### src/rtl/dmem_pkg.sv
// Shared constants and payload types for the data-memory port A arbiter.
package dmem_pkg;

    localparam int unsigned WORD_W        = 32;
    localparam int unsigned DMEM_ADDR_LSB = 2;
    localparam int unsigned DMEM_ADDR_MSB = 11;
    localparam int unsigned NUM_CORES_DEF = 4;
    localparam int unsigned LOCK_CNT_W    = 4;

    typedef struct packed {
        logic [WORD_W-1:0] addr;
        logic [WORD_W-1:0] wdata;
    } mem_req_t;

    // Word address the BRAM actually decodes from a byte address
    function automatic logic [DMEM_ADDR_MSB-DMEM_ADDR_LSB:0] word_index(input logic [WORD_W-1:0] byte_addr);
        return byte_addr[DMEM_ADDR_MSB:DMEM_ADDR_LSB];
    endfunction

endpackage

### src/rtl/rr_pick.sv
// Rotate-priority encoder: first eligible requester at or after start, wrapping modulo N.
module rr_pick #(
    parameter int unsigned N  = 4,
    parameter int unsigned IW = 2
) (
    input  logic [N-1:0]  req,
    input  logic [IW-1:0] start,
    input  logic [N-1:0]  excl,
    output logic [IW-1:0] idx_c,
    output logic          valid_c
);

    logic [N-1:0] elig;

    assign elig = req & ~excl;

    always_comb begin
        int unsigned c;
        idx_c   = '0;
        valid_c = 1'b0;
        c       = 0;
        for (int unsigned k = 0; k < N; k++) begin
            c = (32'(start) + k) % N;
            if (!valid_c && elig[IW'(c)]) begin
                valid_c = 1'b1;
                idx_c   = IW'(c);
            end
        end
    end

endmodule

### src/rtl/dmem_arbiter.sv
// Round-robin arbiter with bounded lock sharing data-memory port A among cores;
// issues one access per cycle and returns registered load data one cycle later.
module dmem_arbiter
    import dmem_pkg::*;
#(
    parameter int unsigned NUM_CORES = NUM_CORES_DEF,
    parameter int unsigned IDX_W     = $clog2(NUM_CORES),
    parameter int unsigned MAX_LOCK  = 4
) (
    input  logic                        Clk,
    input  logic                        Rst_n,
    input  logic [NUM_CORES-1:0]        Req,
    input  logic [NUM_CORES-1:0]        Req_Write,
    input  logic [NUM_CORES-1:0]        Req_Lock,
    input  logic [NUM_CORES*WORD_W-1:0] Req_Address,
    input  logic [NUM_CORES*WORD_W-1:0] Req_WriteData,
    output logic [NUM_CORES-1:0]        Ack,
    output logic [NUM_CORES-1:0]        Rsp_Valid,
    output logic [WORD_W-1:0]           Rsp_ReadData,
    output logic [WORD_W-1:0]           Mem_Address,
    output logic [WORD_W-1:0]           Mem_WriteData,
    output logic                        Mem_MemWrite,
    output logic                        Mem_MemRead,
    input  logic [WORD_W-1:0]           Mem_ReadData,
    output logic [IDX_W-1:0]            Grant_Idx
);

    localparam int unsigned CNT_W = LOCK_CNT_W;

    logic [IDX_W-1:0]     rr_ptr_q, rr_ptr_d;
    logic                 lock_vld_q, lock_vld_d;
    logic [IDX_W-1:0]     lock_owner_q, lock_owner_d;
    logic [CNT_W-1:0]     lock_cnt_q, lock_cnt_d;
    logic [NUM_CORES-1:0] rsp_valid_q, rsp_valid_d;
    logic [WORD_W-1:0]    rsp_data_q, rsp_data_d;
    mem_req_t             last_q, last_d;
    logic [IDX_W-1:0]     grant_q, grant_d;

    logic                 owner_req, lock_hit, forced;
    logic                 pick_vld, win_vld, issue, win_write;
    logic [IDX_W-1:0]     pick_idx, win_idx;
    logic [NUM_CORES-1:0] excl, win_oh;
    mem_req_t             win_req;

    // Owner keeps priority until MAX_LOCK grants, then sits out one arbitration
    assign owner_req = Req[lock_owner_q];
    assign lock_hit  = lock_vld_q && owner_req && (lock_cnt_q < CNT_W'(MAX_LOCK));
    assign forced    = lock_vld_q && (lock_cnt_q >= CNT_W'(MAX_LOCK));
    assign excl      = forced ? (NUM_CORES'(1) << lock_owner_q) : '0;

    rr_pick #(
        .N  (NUM_CORES),
        .IW (IDX_W)
    ) u_pick (
        .req     (Req),
        .start   (rr_ptr_q),
        .excl    (excl),
        .idx_c   (pick_idx),
        .valid_c (pick_vld)
    );

    // A forced-out owner may still win if nobody else is asking
    always_comb begin
        win_idx = pick_idx;
        win_vld = pick_vld;
        if (lock_hit) begin
            win_idx = lock_owner_q;
            win_vld = 1'b1;
        end else if (!pick_vld && forced && owner_req) begin
            win_idx = lock_owner_q;
            win_vld = 1'b1;
        end
        issue         = win_vld && Rst_n;
        win_oh        = NUM_CORES'(1) << win_idx;
        win_write     = Req_Write[win_idx];
        win_req.addr  = Req_Address[WORD_W*win_idx +: WORD_W];
        win_req.wdata = Req_WriteData[WORD_W*win_idx +: WORD_W];
    end

    assign Ack           = issue ? win_oh : '0;
    assign Mem_MemWrite  = issue && win_write;
    assign Mem_MemRead   = issue && !win_write;
    assign Mem_Address   = issue ? win_req.addr : last_q.addr;
    assign Mem_WriteData = issue ? win_req.wdata : last_q.wdata;
    assign Grant_Idx     = issue ? win_idx : grant_q;
    assign Rsp_Valid     = rsp_valid_q;
    assign Rsp_ReadData  = rsp_data_q;

    always_comb begin
        rr_ptr_d     = rr_ptr_q;
        lock_vld_d   = lock_vld_q;
        lock_owner_d = lock_owner_q;
        lock_cnt_d   = lock_cnt_q;
        rsp_valid_d  = '0;
        rsp_data_d   = rsp_data_q;
        last_d       = last_q;
        grant_d      = grant_q;

        if (lock_vld_q && !owner_req) begin
            lock_vld_d = 1'b0;
            lock_cnt_d = '0;
        end

        if (issue) begin
            rr_ptr_d = (32'(win_idx) == NUM_CORES - 1) ? '0 : win_idx + IDX_W'(1);
            last_d   = win_req;
            grant_d  = win_idx;
            if (Req_Lock[win_idx]) begin
                lock_vld_d   = 1'b1;
                lock_owner_d = win_idx;
                lock_cnt_d   = lock_hit ? lock_cnt_q + CNT_W'(1) : CNT_W'(1);
            end else begin
                lock_vld_d = 1'b0;
                lock_cnt_d = '0;
            end
            if (!win_write) begin
                rsp_valid_d = win_oh;
                rsp_data_d  = Mem_ReadData;
            end
        end
    end

    always_ff @(posedge Clk or negedge Rst_n) begin
        if (!Rst_n) begin
            rr_ptr_q     <= '0;
            lock_vld_q   <= 1'b0;
            lock_owner_q <= '0;
            lock_cnt_q   <= '0;
            rsp_valid_q  <= '0;
            rsp_data_q   <= '0;
            last_q       <= '0;
            grant_q      <= '0;
        end else begin
            rr_ptr_q     <= rr_ptr_d;
            lock_vld_q   <= lock_vld_d;
            lock_owner_q <= lock_owner_d;
            lock_cnt_q   <= lock_cnt_d;
            rsp_valid_q  <= rsp_valid_d;
            rsp_data_q   <= rsp_data_d;
            last_q       <= last_d;
            grant_q      <= grant_d;
        end
    end

endmodule

### config.mk
export PLATFORM = sky130hd
export DESIGN_NAME = dmem_arbiter
export DESIGN_NICKNAME = d
export VERILOG_FILES = /design/src/rtl/dmem_pkg.sv /design/src/rtl/rr_pick.sv /design/src/rtl/dmem_arbiter.sv
export SDC_FILE = /design/constraint.sdc
export NUM_CORES = 1
export LEC_CHECK = 0
export BUFFER_PORTS_ARGS = -buffer_cell sky130_fd_sc_hd__buf_2
export CORE_AREA = 4 4 156 158
export DETAILED_ROUTE_END_ITERATION = 12
export DIE_AREA = 0 0 160 162
export RECOVER_POWER = 25
export SYNTH_ARGS = -nofsm -noshare
export SYNTH_HDL_FRONTEND = slang
export SYNTH_SLANG_ARGS = --single-unit
### constraint.sdc
create_clock -name Clk -period 2.8 [get_ports Clk]
set_input_delay 0 -clock Clk [delete_from_list [all_inputs] [get_ports Clk]]
set_output_delay 0 -clock Clk [all_outputs]
set_load 0.005 [all_outputs]
==> results by group, run 1 <==
Run status
  – Failing checks: setup timing
  – Status: complete, but fails checks

Clock network
  – Clock Tree Buf Depth: 2
  – Clk Latency, worst-skew pair: 360 ps
  – H-tree levels: 3
  – Clock Sinks: ~110
  – CTS tree: built
  – Root Driver: clkbuf_16
  – TritonCTS buffer count: 9
  – Clock Pin Slew Worst Setup and Hold Paths: about 80 ps

Setup path
  – Critical R2R Capture: Rsp_ReadData[13]
  – WP data arrival: 3020 ps
  – Worst r2r path cells: 12
  – Reg2Reg Setup Slack: -140 ps
  – Worst setup startpoint: lock_owner_q[0]
  – CP delay by family, top: multiplexers
  – Setup crit end kind: primary output
  – Capture point of the worst path: Mem_Address[1]
  – Data required, critical path: roughly 2800 ps
  – Slowest cell delay on critical path: 540 ps
  – Crit Path Category: flip-flop to primary output
  – Critical-path top delay cell: mux4_2
  – Worst-path cell chain: mux4_2 > nand2_2 > nor2_1 > o21a_1 > mux2i_4 > buf_8 > buf_12 > buf_12 > buf_8 > mux2i_4 > o22ai_2 > a21o_1 > buf_2
  – Reg-to-Reg Start: lock_owner_q[0]
  – Worst Path Buf+Inv: 5
  – Max Fanout on Critical Path: 6
  – Critical Path Stages: 13
  – CP startpoint kind: flip-flop

Routing
  – Vias: approximately 6600
  – Iter 0 DRT Violations: 287
  – Post-detailed-routing wire length: 27400 um
  – Residual DRC: 0
  – Via/cell ratio: around 4.9
  – Antenna Violating Nets Remaining: 0
  – Wirelength per Cell: 20.3 um
  – DR pass1 iterations: 4

Hold path
  – Hold Path Depth: 4
  – Min-delay worst type: input port to flip-flop

Synth
  – Warnings, synthesis: 0
  – Post-Synthesis Cells: 529
  – Synth unique cells: 42
  – Syn avg cell area: 11.8 sq um
  – Post-synth top flop: dfrtp_1
  – Synth top area share: between 40% and 50%
  – Cell taking the most area after synthesis: dfrtp_1
  – Number of synthesized register bits: 111
  – Count of flip-flops with a built-in enable after synthesis: 0
  – FFs w/ async S/R, synth: 100%
  – Synth top area cells: dfrtp_1 (45%), mux2i_1 (22%), a21o_1 (7.8%)
  – Sequential share of the synthesized area: 44.7%
  – Cell Area, Synth: around 6200 sq um
  – Syn nets: 836

Timing
  – Final worst-path cycle share: 108%
  – Worst Clk Skew: 16.3 ps
  – Max-slew headroom: a little under a quarter
  – RSZ-0062 raised after global routing: yes
  – Worst-margin pin slew: 1150 ps
  – Fin Hold WS: 20.4 ps
  – Setup violators final: 98
  – Final Hold Viols: 0
  – Final setup margin: -219 ps
  – Min cycle time layout: 3020 ps
  – Max Fclk: 331 MHz
  – Fin. max-slew vios: 0

Power
  – Pwr Density: 1080 nW/um^2
  – Switching share of total power: 37.2%
  – Leak: around 6.0 nW
  – PnR Total Power: 12.1 mW
  – P_sw: between 4 and 5 mW
  – Int Pwr: 7.61 mW
  – Max VDD drop: 415 uV
  – Clock share of power: 10.5%
  – Seq pwr share: 22.1%
  – Combinational share of power: 67.4%

Cells and area
  – Design area: 11300 sq um
  – Fin util: 48.7%
  – Layout cells sized above 1: between 60 and 70%
  – Final #Nets: 1356
  – Synth-to-Final Area Change: 81.1%

Floorplanning
  – Die area: 25900 sq um
  – Row Count: 56
  – Total core area: around 23000 sq um
  – I/O pin count: 410
  – Die H: 162 um
  – Die X: 160 um
  – Initial Util: a little over a quarter

Placement
  – Routability cong.: between 0.8 and 0.9
  – Post-DP HPWL: roughly 18000 um
  – Area post-placement: 8870 sq um
  – PortBufs: 409

Run
  – Max cap viols: 0

GRT
  – First-pass GRT wire length: 38800 um
  – Vias in the first global route: 6959
  – GRT Total Usage: 19.1%
  – Initial antenna violation count: 3
  – Largest net degree at the start of global routing: slightly above 60
  – Remaining Overflow, GRT: 0
[layer usage]
metal / vias to the layer above / share of wire, % / global-route usage (%) / wire [um]
li1: 3049 / - / - / -
met1: 3136 / 40 / 22.3 / 10800
met2: 311 / 50 / 34.2 / 13700
met3: 54 / 7.2 / 4.95 / 1980
met4: 2 / 3.1 / 6.49 / 858
met5: - / 0.048 / 0 / 13
[worst min-delay path by stage]
| stage | start | slack [ps] | to |
|---|---|---|---|
| after floorplan | Rst_n | -300 | Rsp_ReadData[0] |
| after global placement | Rst_n | -140 | rr_ptr_q[0] |
| after detailed placement | Rst_n | -140 | rr_ptr_q[1] |
| after CTS | Req_Lock[1] | 3 | lock_owner_q[0] |
| after global routing | Req_Address[57] | 30 | last_q[57] |
| final | Req_WriteData[59] | 20 | last_q[27] |
[power by group through the flow]
stage	clock [mW]	sequential (mW)	combinational [mW]
floorplan	0	2.65	3.27
global placement	0	2.66	5.41
detailed placement	0	2.68	5.46
CTS	1.32	2.65	7.43
global route	1.39	2.75	8.66
finish	1.28	2.67	8.16
[kinds of logic (layout without fill, tap and decap cells)]
group                      after synthesis  in the layout  share of synthesized area [%]
AOI/OAI and AO/OA                      160            160                           17.9
adders and majority gates                5              5                           1.01
xor gates and xnor gates                 1              1                          0.141
DFF                                    111            111                           44.7
buffers and inverters                   50            575                           4.02
and+or+nand+nor                         33             33                           2.70
other                                    0              2                              0
muxes                                  169            169                           29.6
[tightest hold or removal path, stage by stage]
cell,delay (ps)
buf_2,70
mux2i_1,70
o22ai_2,90
a21o_1,110
[layout by cell type (no fill, tap or decap), drive strengths merged, types with 2 or more instances in the layout]
cell	count
buf	493
nor3	3
a21o	65
a22o	2
a21oi	2
and2	11
o21a	2
o22ai	66
clkbuf	36
dlygate4sd3	34
a32o	3
mux2	32
mux2i	136
diode	2
a311oi	2
inv	9
ha	5
o21ai	8
nand2	8
clkinv	3
dfrtp	111
nor2	9
[cell usage after synthesis, drive strengths merged, types with 2 or more instances]
master  instances
mux2i         136
dfrtp         111
o22ai          66
a21o           65
mux2           32
buf            29
clkbuf         14
and2           11
nor2            9
nand2           8
o21ai           8
inv             7
ha              5
a32o            3
nor3            3
a21oi           2
a22o            2
a311oi          2
o21a            2
[flip-flops by register name, summed over array words and instances (netlist names)]
signal	cells
lock_vld_q	1
grant_q	2
Rsp_Valid	4
rr_ptr_q	2
last_q	64
lock_cnt_q	4
Rsp_ReadData	32
lock_owner_q	2
[through the flow]
stage	worst slack [ps]	setup TNS, ps	std cells
after floorplan	108	0	529
after global placement	-5.50	-10.1	1228
after detailed placement	-35.4	-367	1228
after CTS	-225	-14560	1327
after global routing	-375	-27400	1346
final	-219	-12980	1346
[area by class of cell]
class                      count  area [sq um]
multi-input combinational    368          3920
timing repair buffer         552          3890
clock buffer                  11           243
tap                          290           363
inverter                       7          26.3
sequential                   111          2780
fill                        2124         11900
clock inverter                 5          40.0
antenna                        2          5.00
[timing repair]
item | 4_1_cts | 5_1_grt
gates resized for setup | 95 | 87
buffers inserted | 32 | 21
pin swaps | 27 | 21
hold endpoints to repair | 84 | 0
hold buffers | 34 | 0
cloned | 17 | 2
setup endpoints to repair | 107 | 122
Power figures use the tool's default switching activity.
==> run 2: changes to the inputs <==
Settings changed: ABC_AREA set to 1, CORE_AREA 4 4 156 158 to 4 4 155 157, DIE_AREA 0 0 160 162 to 0 0 159 161.
Clock period 2.8 ns to 3.7 ns, I/O delays scaled along.
==> results by group, run 2 <==
Run status
  – Status: complete, but fails checks (unchanged)
  – Failing checks: capacitance limit (was setup timing)

Placement
  – Routability cong.: 0.886 (was 0.870)
  – PortBufs: 409 (unchanged)
  – Cell count after placement: 1844 (was 1228)
  – Post-DP HPWL: 20200 um (was 17700 um)
  – Area post-placement: 9440 sq um (was 8870 sq um)

Routing
  – Residual DRC: 0 (unchanged)
  – Metal3 WL: 1880 um (was 1980 um)
  – Iter 0 DRT Violations: 514 (was 287)
  – Met2 WL post-DR: 13000 um (was 13700 um)
  – Wirelength per Cell: 14.3 um (was 20.3 um)
  – Antenna Violating Nets Remaining: 0 (unchanged)
  – Vias: 8690 (was 6552)
  – Top Layer Used: met5 (unchanged)
  – Via/cell ratio: 4.59 (was 4.87)
  – DR pass1 iterations: 5 (was 4)
  – Post-detailed-routing wire length: 27100 um (was 27400 um)
  – DRT met1 WL: 11700 um (was 10800 um)

Clock network
  – H-tree levels: 3 (unchanged)
  – Clock Pin Slew Worst Setup and Hold Paths: 90 ps (was 80 ps)
  – PostCTS Resize Cnt: 0 (was 95)
  – Clock Sinks: 111 (unchanged)
  – Clk Latency, worst-skew pair: 360 ps (about the same)
  – Clock Tree Buf Depth: 2 (unchanged)
  – CTS tree: built (unchanged)
  – Setup Fix Bufs, Post-CTS: 0 (was 32)
  – Root Driver: clkbuf_16 (unchanged)
  – TritonCTS buffer count: 9 (unchanged)

Timing
  – Max Fclk: 299 MHz
  – Fin Hold WS: 35.1 ps (was 20.4 ps)
  – Max-slew headroom: 0.165% (was 23.5%)
  – Worst-margin pin slew: 1500 ps (was 1150 ps)
  – Min cycle time layout: 3340 ps
  – Final setup TNS: 0 ps (was -12980 ps)
  – Final Hold Viols: 0 (unchanged)
  – Final worst-path cycle share: 90.3%
  – RSZ-0062 raised after global routing: no (was yes)
  – Setup violators final: 0 (was 98)
  – Worst Clk Skew: 10.0 ps (was 16.3 ps)
  – Fin. max-slew vios: 0 (unchanged)

Cells and area
  – Antenna Diode Count: 0 (was 2)
  – Final #Nets: 1910 (was 1356)
  – Filler instances: 2449 (was 2124)
  – Synth-to-Final Area Change: 38.8% (was 81.1%)
  – Commonest non-fill, non-tap cell in the layout: nand2_1 (was buf_2)
  – Fin util: 44.7% (was 48.7%)
  – Max reg flops: 64 (unchanged)
  – Design area: 10100 sq um (was 11300 sq um)
  – Layout cells sized above 1: 27.5% (was 61.4%)
  – Commonest non-fill, non-tap cells in the layout: nand2_1 (881), buf_2 (393), dfrtp_1 (111), nand4_1 (39), dlygate4sd3_1 (33) (was buf_2 (384), dfrtp_1 (111), mux2i_1 (100), a21o_1 (65), buf_4 (48))
  – Final Non-Filler Cells: 1893 (was 1346)
  – Top reg by flops: last_q (unchanged)

GRT
  – Largest net degree at the start of global routing: 130 (was 62)
  – Initial antenna violation count: 1 (was 3)
  – First-pass GRT wire length: 43100 um (was 38800 um)
  – Remaining Overflow, GRT: 0 (unchanged)
  – GRT Total Usage: 20.4% (was 19.1%)
  – Vias in the first global route: 8372 (was 6959)

Synth
  – Cell taking the most area after synthesis: nand2_1 (was dfrtp_1)
  – Post-synth top cells: nand2_1 (881), dfrtp_1 (111), nand4_1 (39) (was mux2i_1 (136), dfrtp_1 (111), o22ai_1 (66))
  – FFs w/ async S/R, synth: 100% (unchanged)
  – Syn nets: 1515 (was 836)
  – Post-synth top flop: dfrtp_1 (unchanged)
  – Post-Synthesis Cells: 1208 (was 529)
  – Warnings, synthesis: 0 (unchanged)
  – Syn avg cell area: 6.00 sq um (was 11.8 sq um)
  – Cell Area, Synth: 7240 sq um (was 6220 sq um)
  – Most frequent cell after synthesis: nand2_1 (was mux2i_1)
  – Synth top area cells: nand2_1 (46%), dfrtp_1 (38%), nand4_1 (3.4%) (was dfrtp_1 (45%), mux2i_1 (22%), a21o_1 (7.8%))
  – Synth top area share: 45.6% (was 44.7%)
  – Sequential share of the synthesized area: 38.3% (was 44.7%)
  – Number of synthesized register bits: 111 (unchanged)
  – Synth unique cells: 26 (was 42)
  – Count of flip-flops with a built-in enable after synthesis: 0 (unchanged)

Setup path
  – Data required, critical path: 3700 ps (was 2800 ps)
  – Crit Path Category: flip-flop to primary output (unchanged)
  – Max Fanout on Critical Path: 129 (was 6)
  – WP data arrival: 3340 ps (was 3020 ps)
  – Setup crit end kind: primary output (unchanged)
  – CP startpoint kind: flip-flop (unchanged)
  – Worst r2r path cells: 17 (was 12)

Floorplanning
  – Die H: 161 um (was 162 um)
  – Die X: 159 um (was 160 um)
  – Total core area: 22500 sq um (was 23100 sq um)
  – I/O pin count: 410 (unchanged)
  – Die area: 25600 sq um (was 25900 sq um)
  – Initial Util: 32.2% (was 26.9%)
  – Row Count: 55 (was 56)

Hold path
  – Hold Path Depth: 7 (was 4)
  – Min-delay worst type: input port to flip-flop (unchanged)

Power
  – Max VDD drop: 1150 uV (was 415 uV)
  – Leak: 6.32 nW (was 6.02 nW)
  – Pwr Density: 1170 nW/um^2 (was 1080 nW/um^2)

Run
  – Max cap viols: 1 (was 0)
## run 2: cell families after synthesis
kind of cell             after synthesis  share of synthesized area (%)
AO/OA/AOI/OAI                          9                          0.812
flip-flops                           111                           38.3
buffers and inverters                 99                           6.22
XOR/XNOR                               1                          0.225
adder cells (fa/ha/maj)                5                          0.864
AND/OR/NAND/NOR                      983                           53.5
## run 2: where the power goes
part           total [mW]  internal [mW]  switching [mW]
registers            2.05           1.81           0.235
logic                8.72           2.84            5.89
clock network        1.00          0.481           0.523
## run 2: final cells by class
type	instances	area (sq um)	area share, %
multi-input combinational	998	4020	40.0
timing repair buffer	455	2480	24.7
tap	285	357	3.55
clock inverter	7	78.8	0.784
sequential	111	2780	27.6
inverter	28	109	1.08
clock buffer	9	225	2.24
## run 2: layer usage
layer	vias to the layer above	track usage (%)
met3	34	4.87
met4	2	5.68
li1	4465	-
met1	3875	26.1
met2	314	34.6
met5	-	0
## run 2: path summary, 6_finish.rpt
kind                            slack, ps               from                 to
worst max-delay path                  360    lock_owner_q[0]  Mem_WriteData[27]
max in group asynchronous            1680              Rst_n          last_q[3]
worst min register to register        480   Rsp_ReadData[20]   Rsp_ReadData[20]
worst min-delay path                   40  Req_WriteData[89]         last_q[25]
min in group asynchronous             540              Rst_n       Rsp_Valid[2]
worst max register to register        720    lock_owner_q[0]    Rsp_ReadData[9]
## run 2: repair_timing
| action | CTS | global route |
|---|---|---|
| endpoints found under the hold margin | 86 | 0 |
| setup endpoints to repair | 0 | 0 |
| hold buffers | 33 | 0 |
## run 2: worst max-delay path, cell delays in order (launching register included)
cell	delay [ps]
dfrtp_1	460
inv_1	60
nor2_1	130
nand3_1	110
nand3_1	140
nand3_1	100
nand2_2	130
nand4_1	180
nand2_1	140
nand3_2	140
nand2_4	170
buf_12	340
nand2_1	110
nand2_1	140
nand2_1	70
nand2_1	80
nand2_1	40
nand2_1	100
buf_2	130
## run 2: per-stage QoR
stage                     setup slack (ps)  total power [mW]
final                                  359              11.8
after global routing                  13.3              13.2
after CTS                              392              12.0
after detailed placement               800              10.9
after global placement                 853              10.8
after floorplan                       1470              8.15
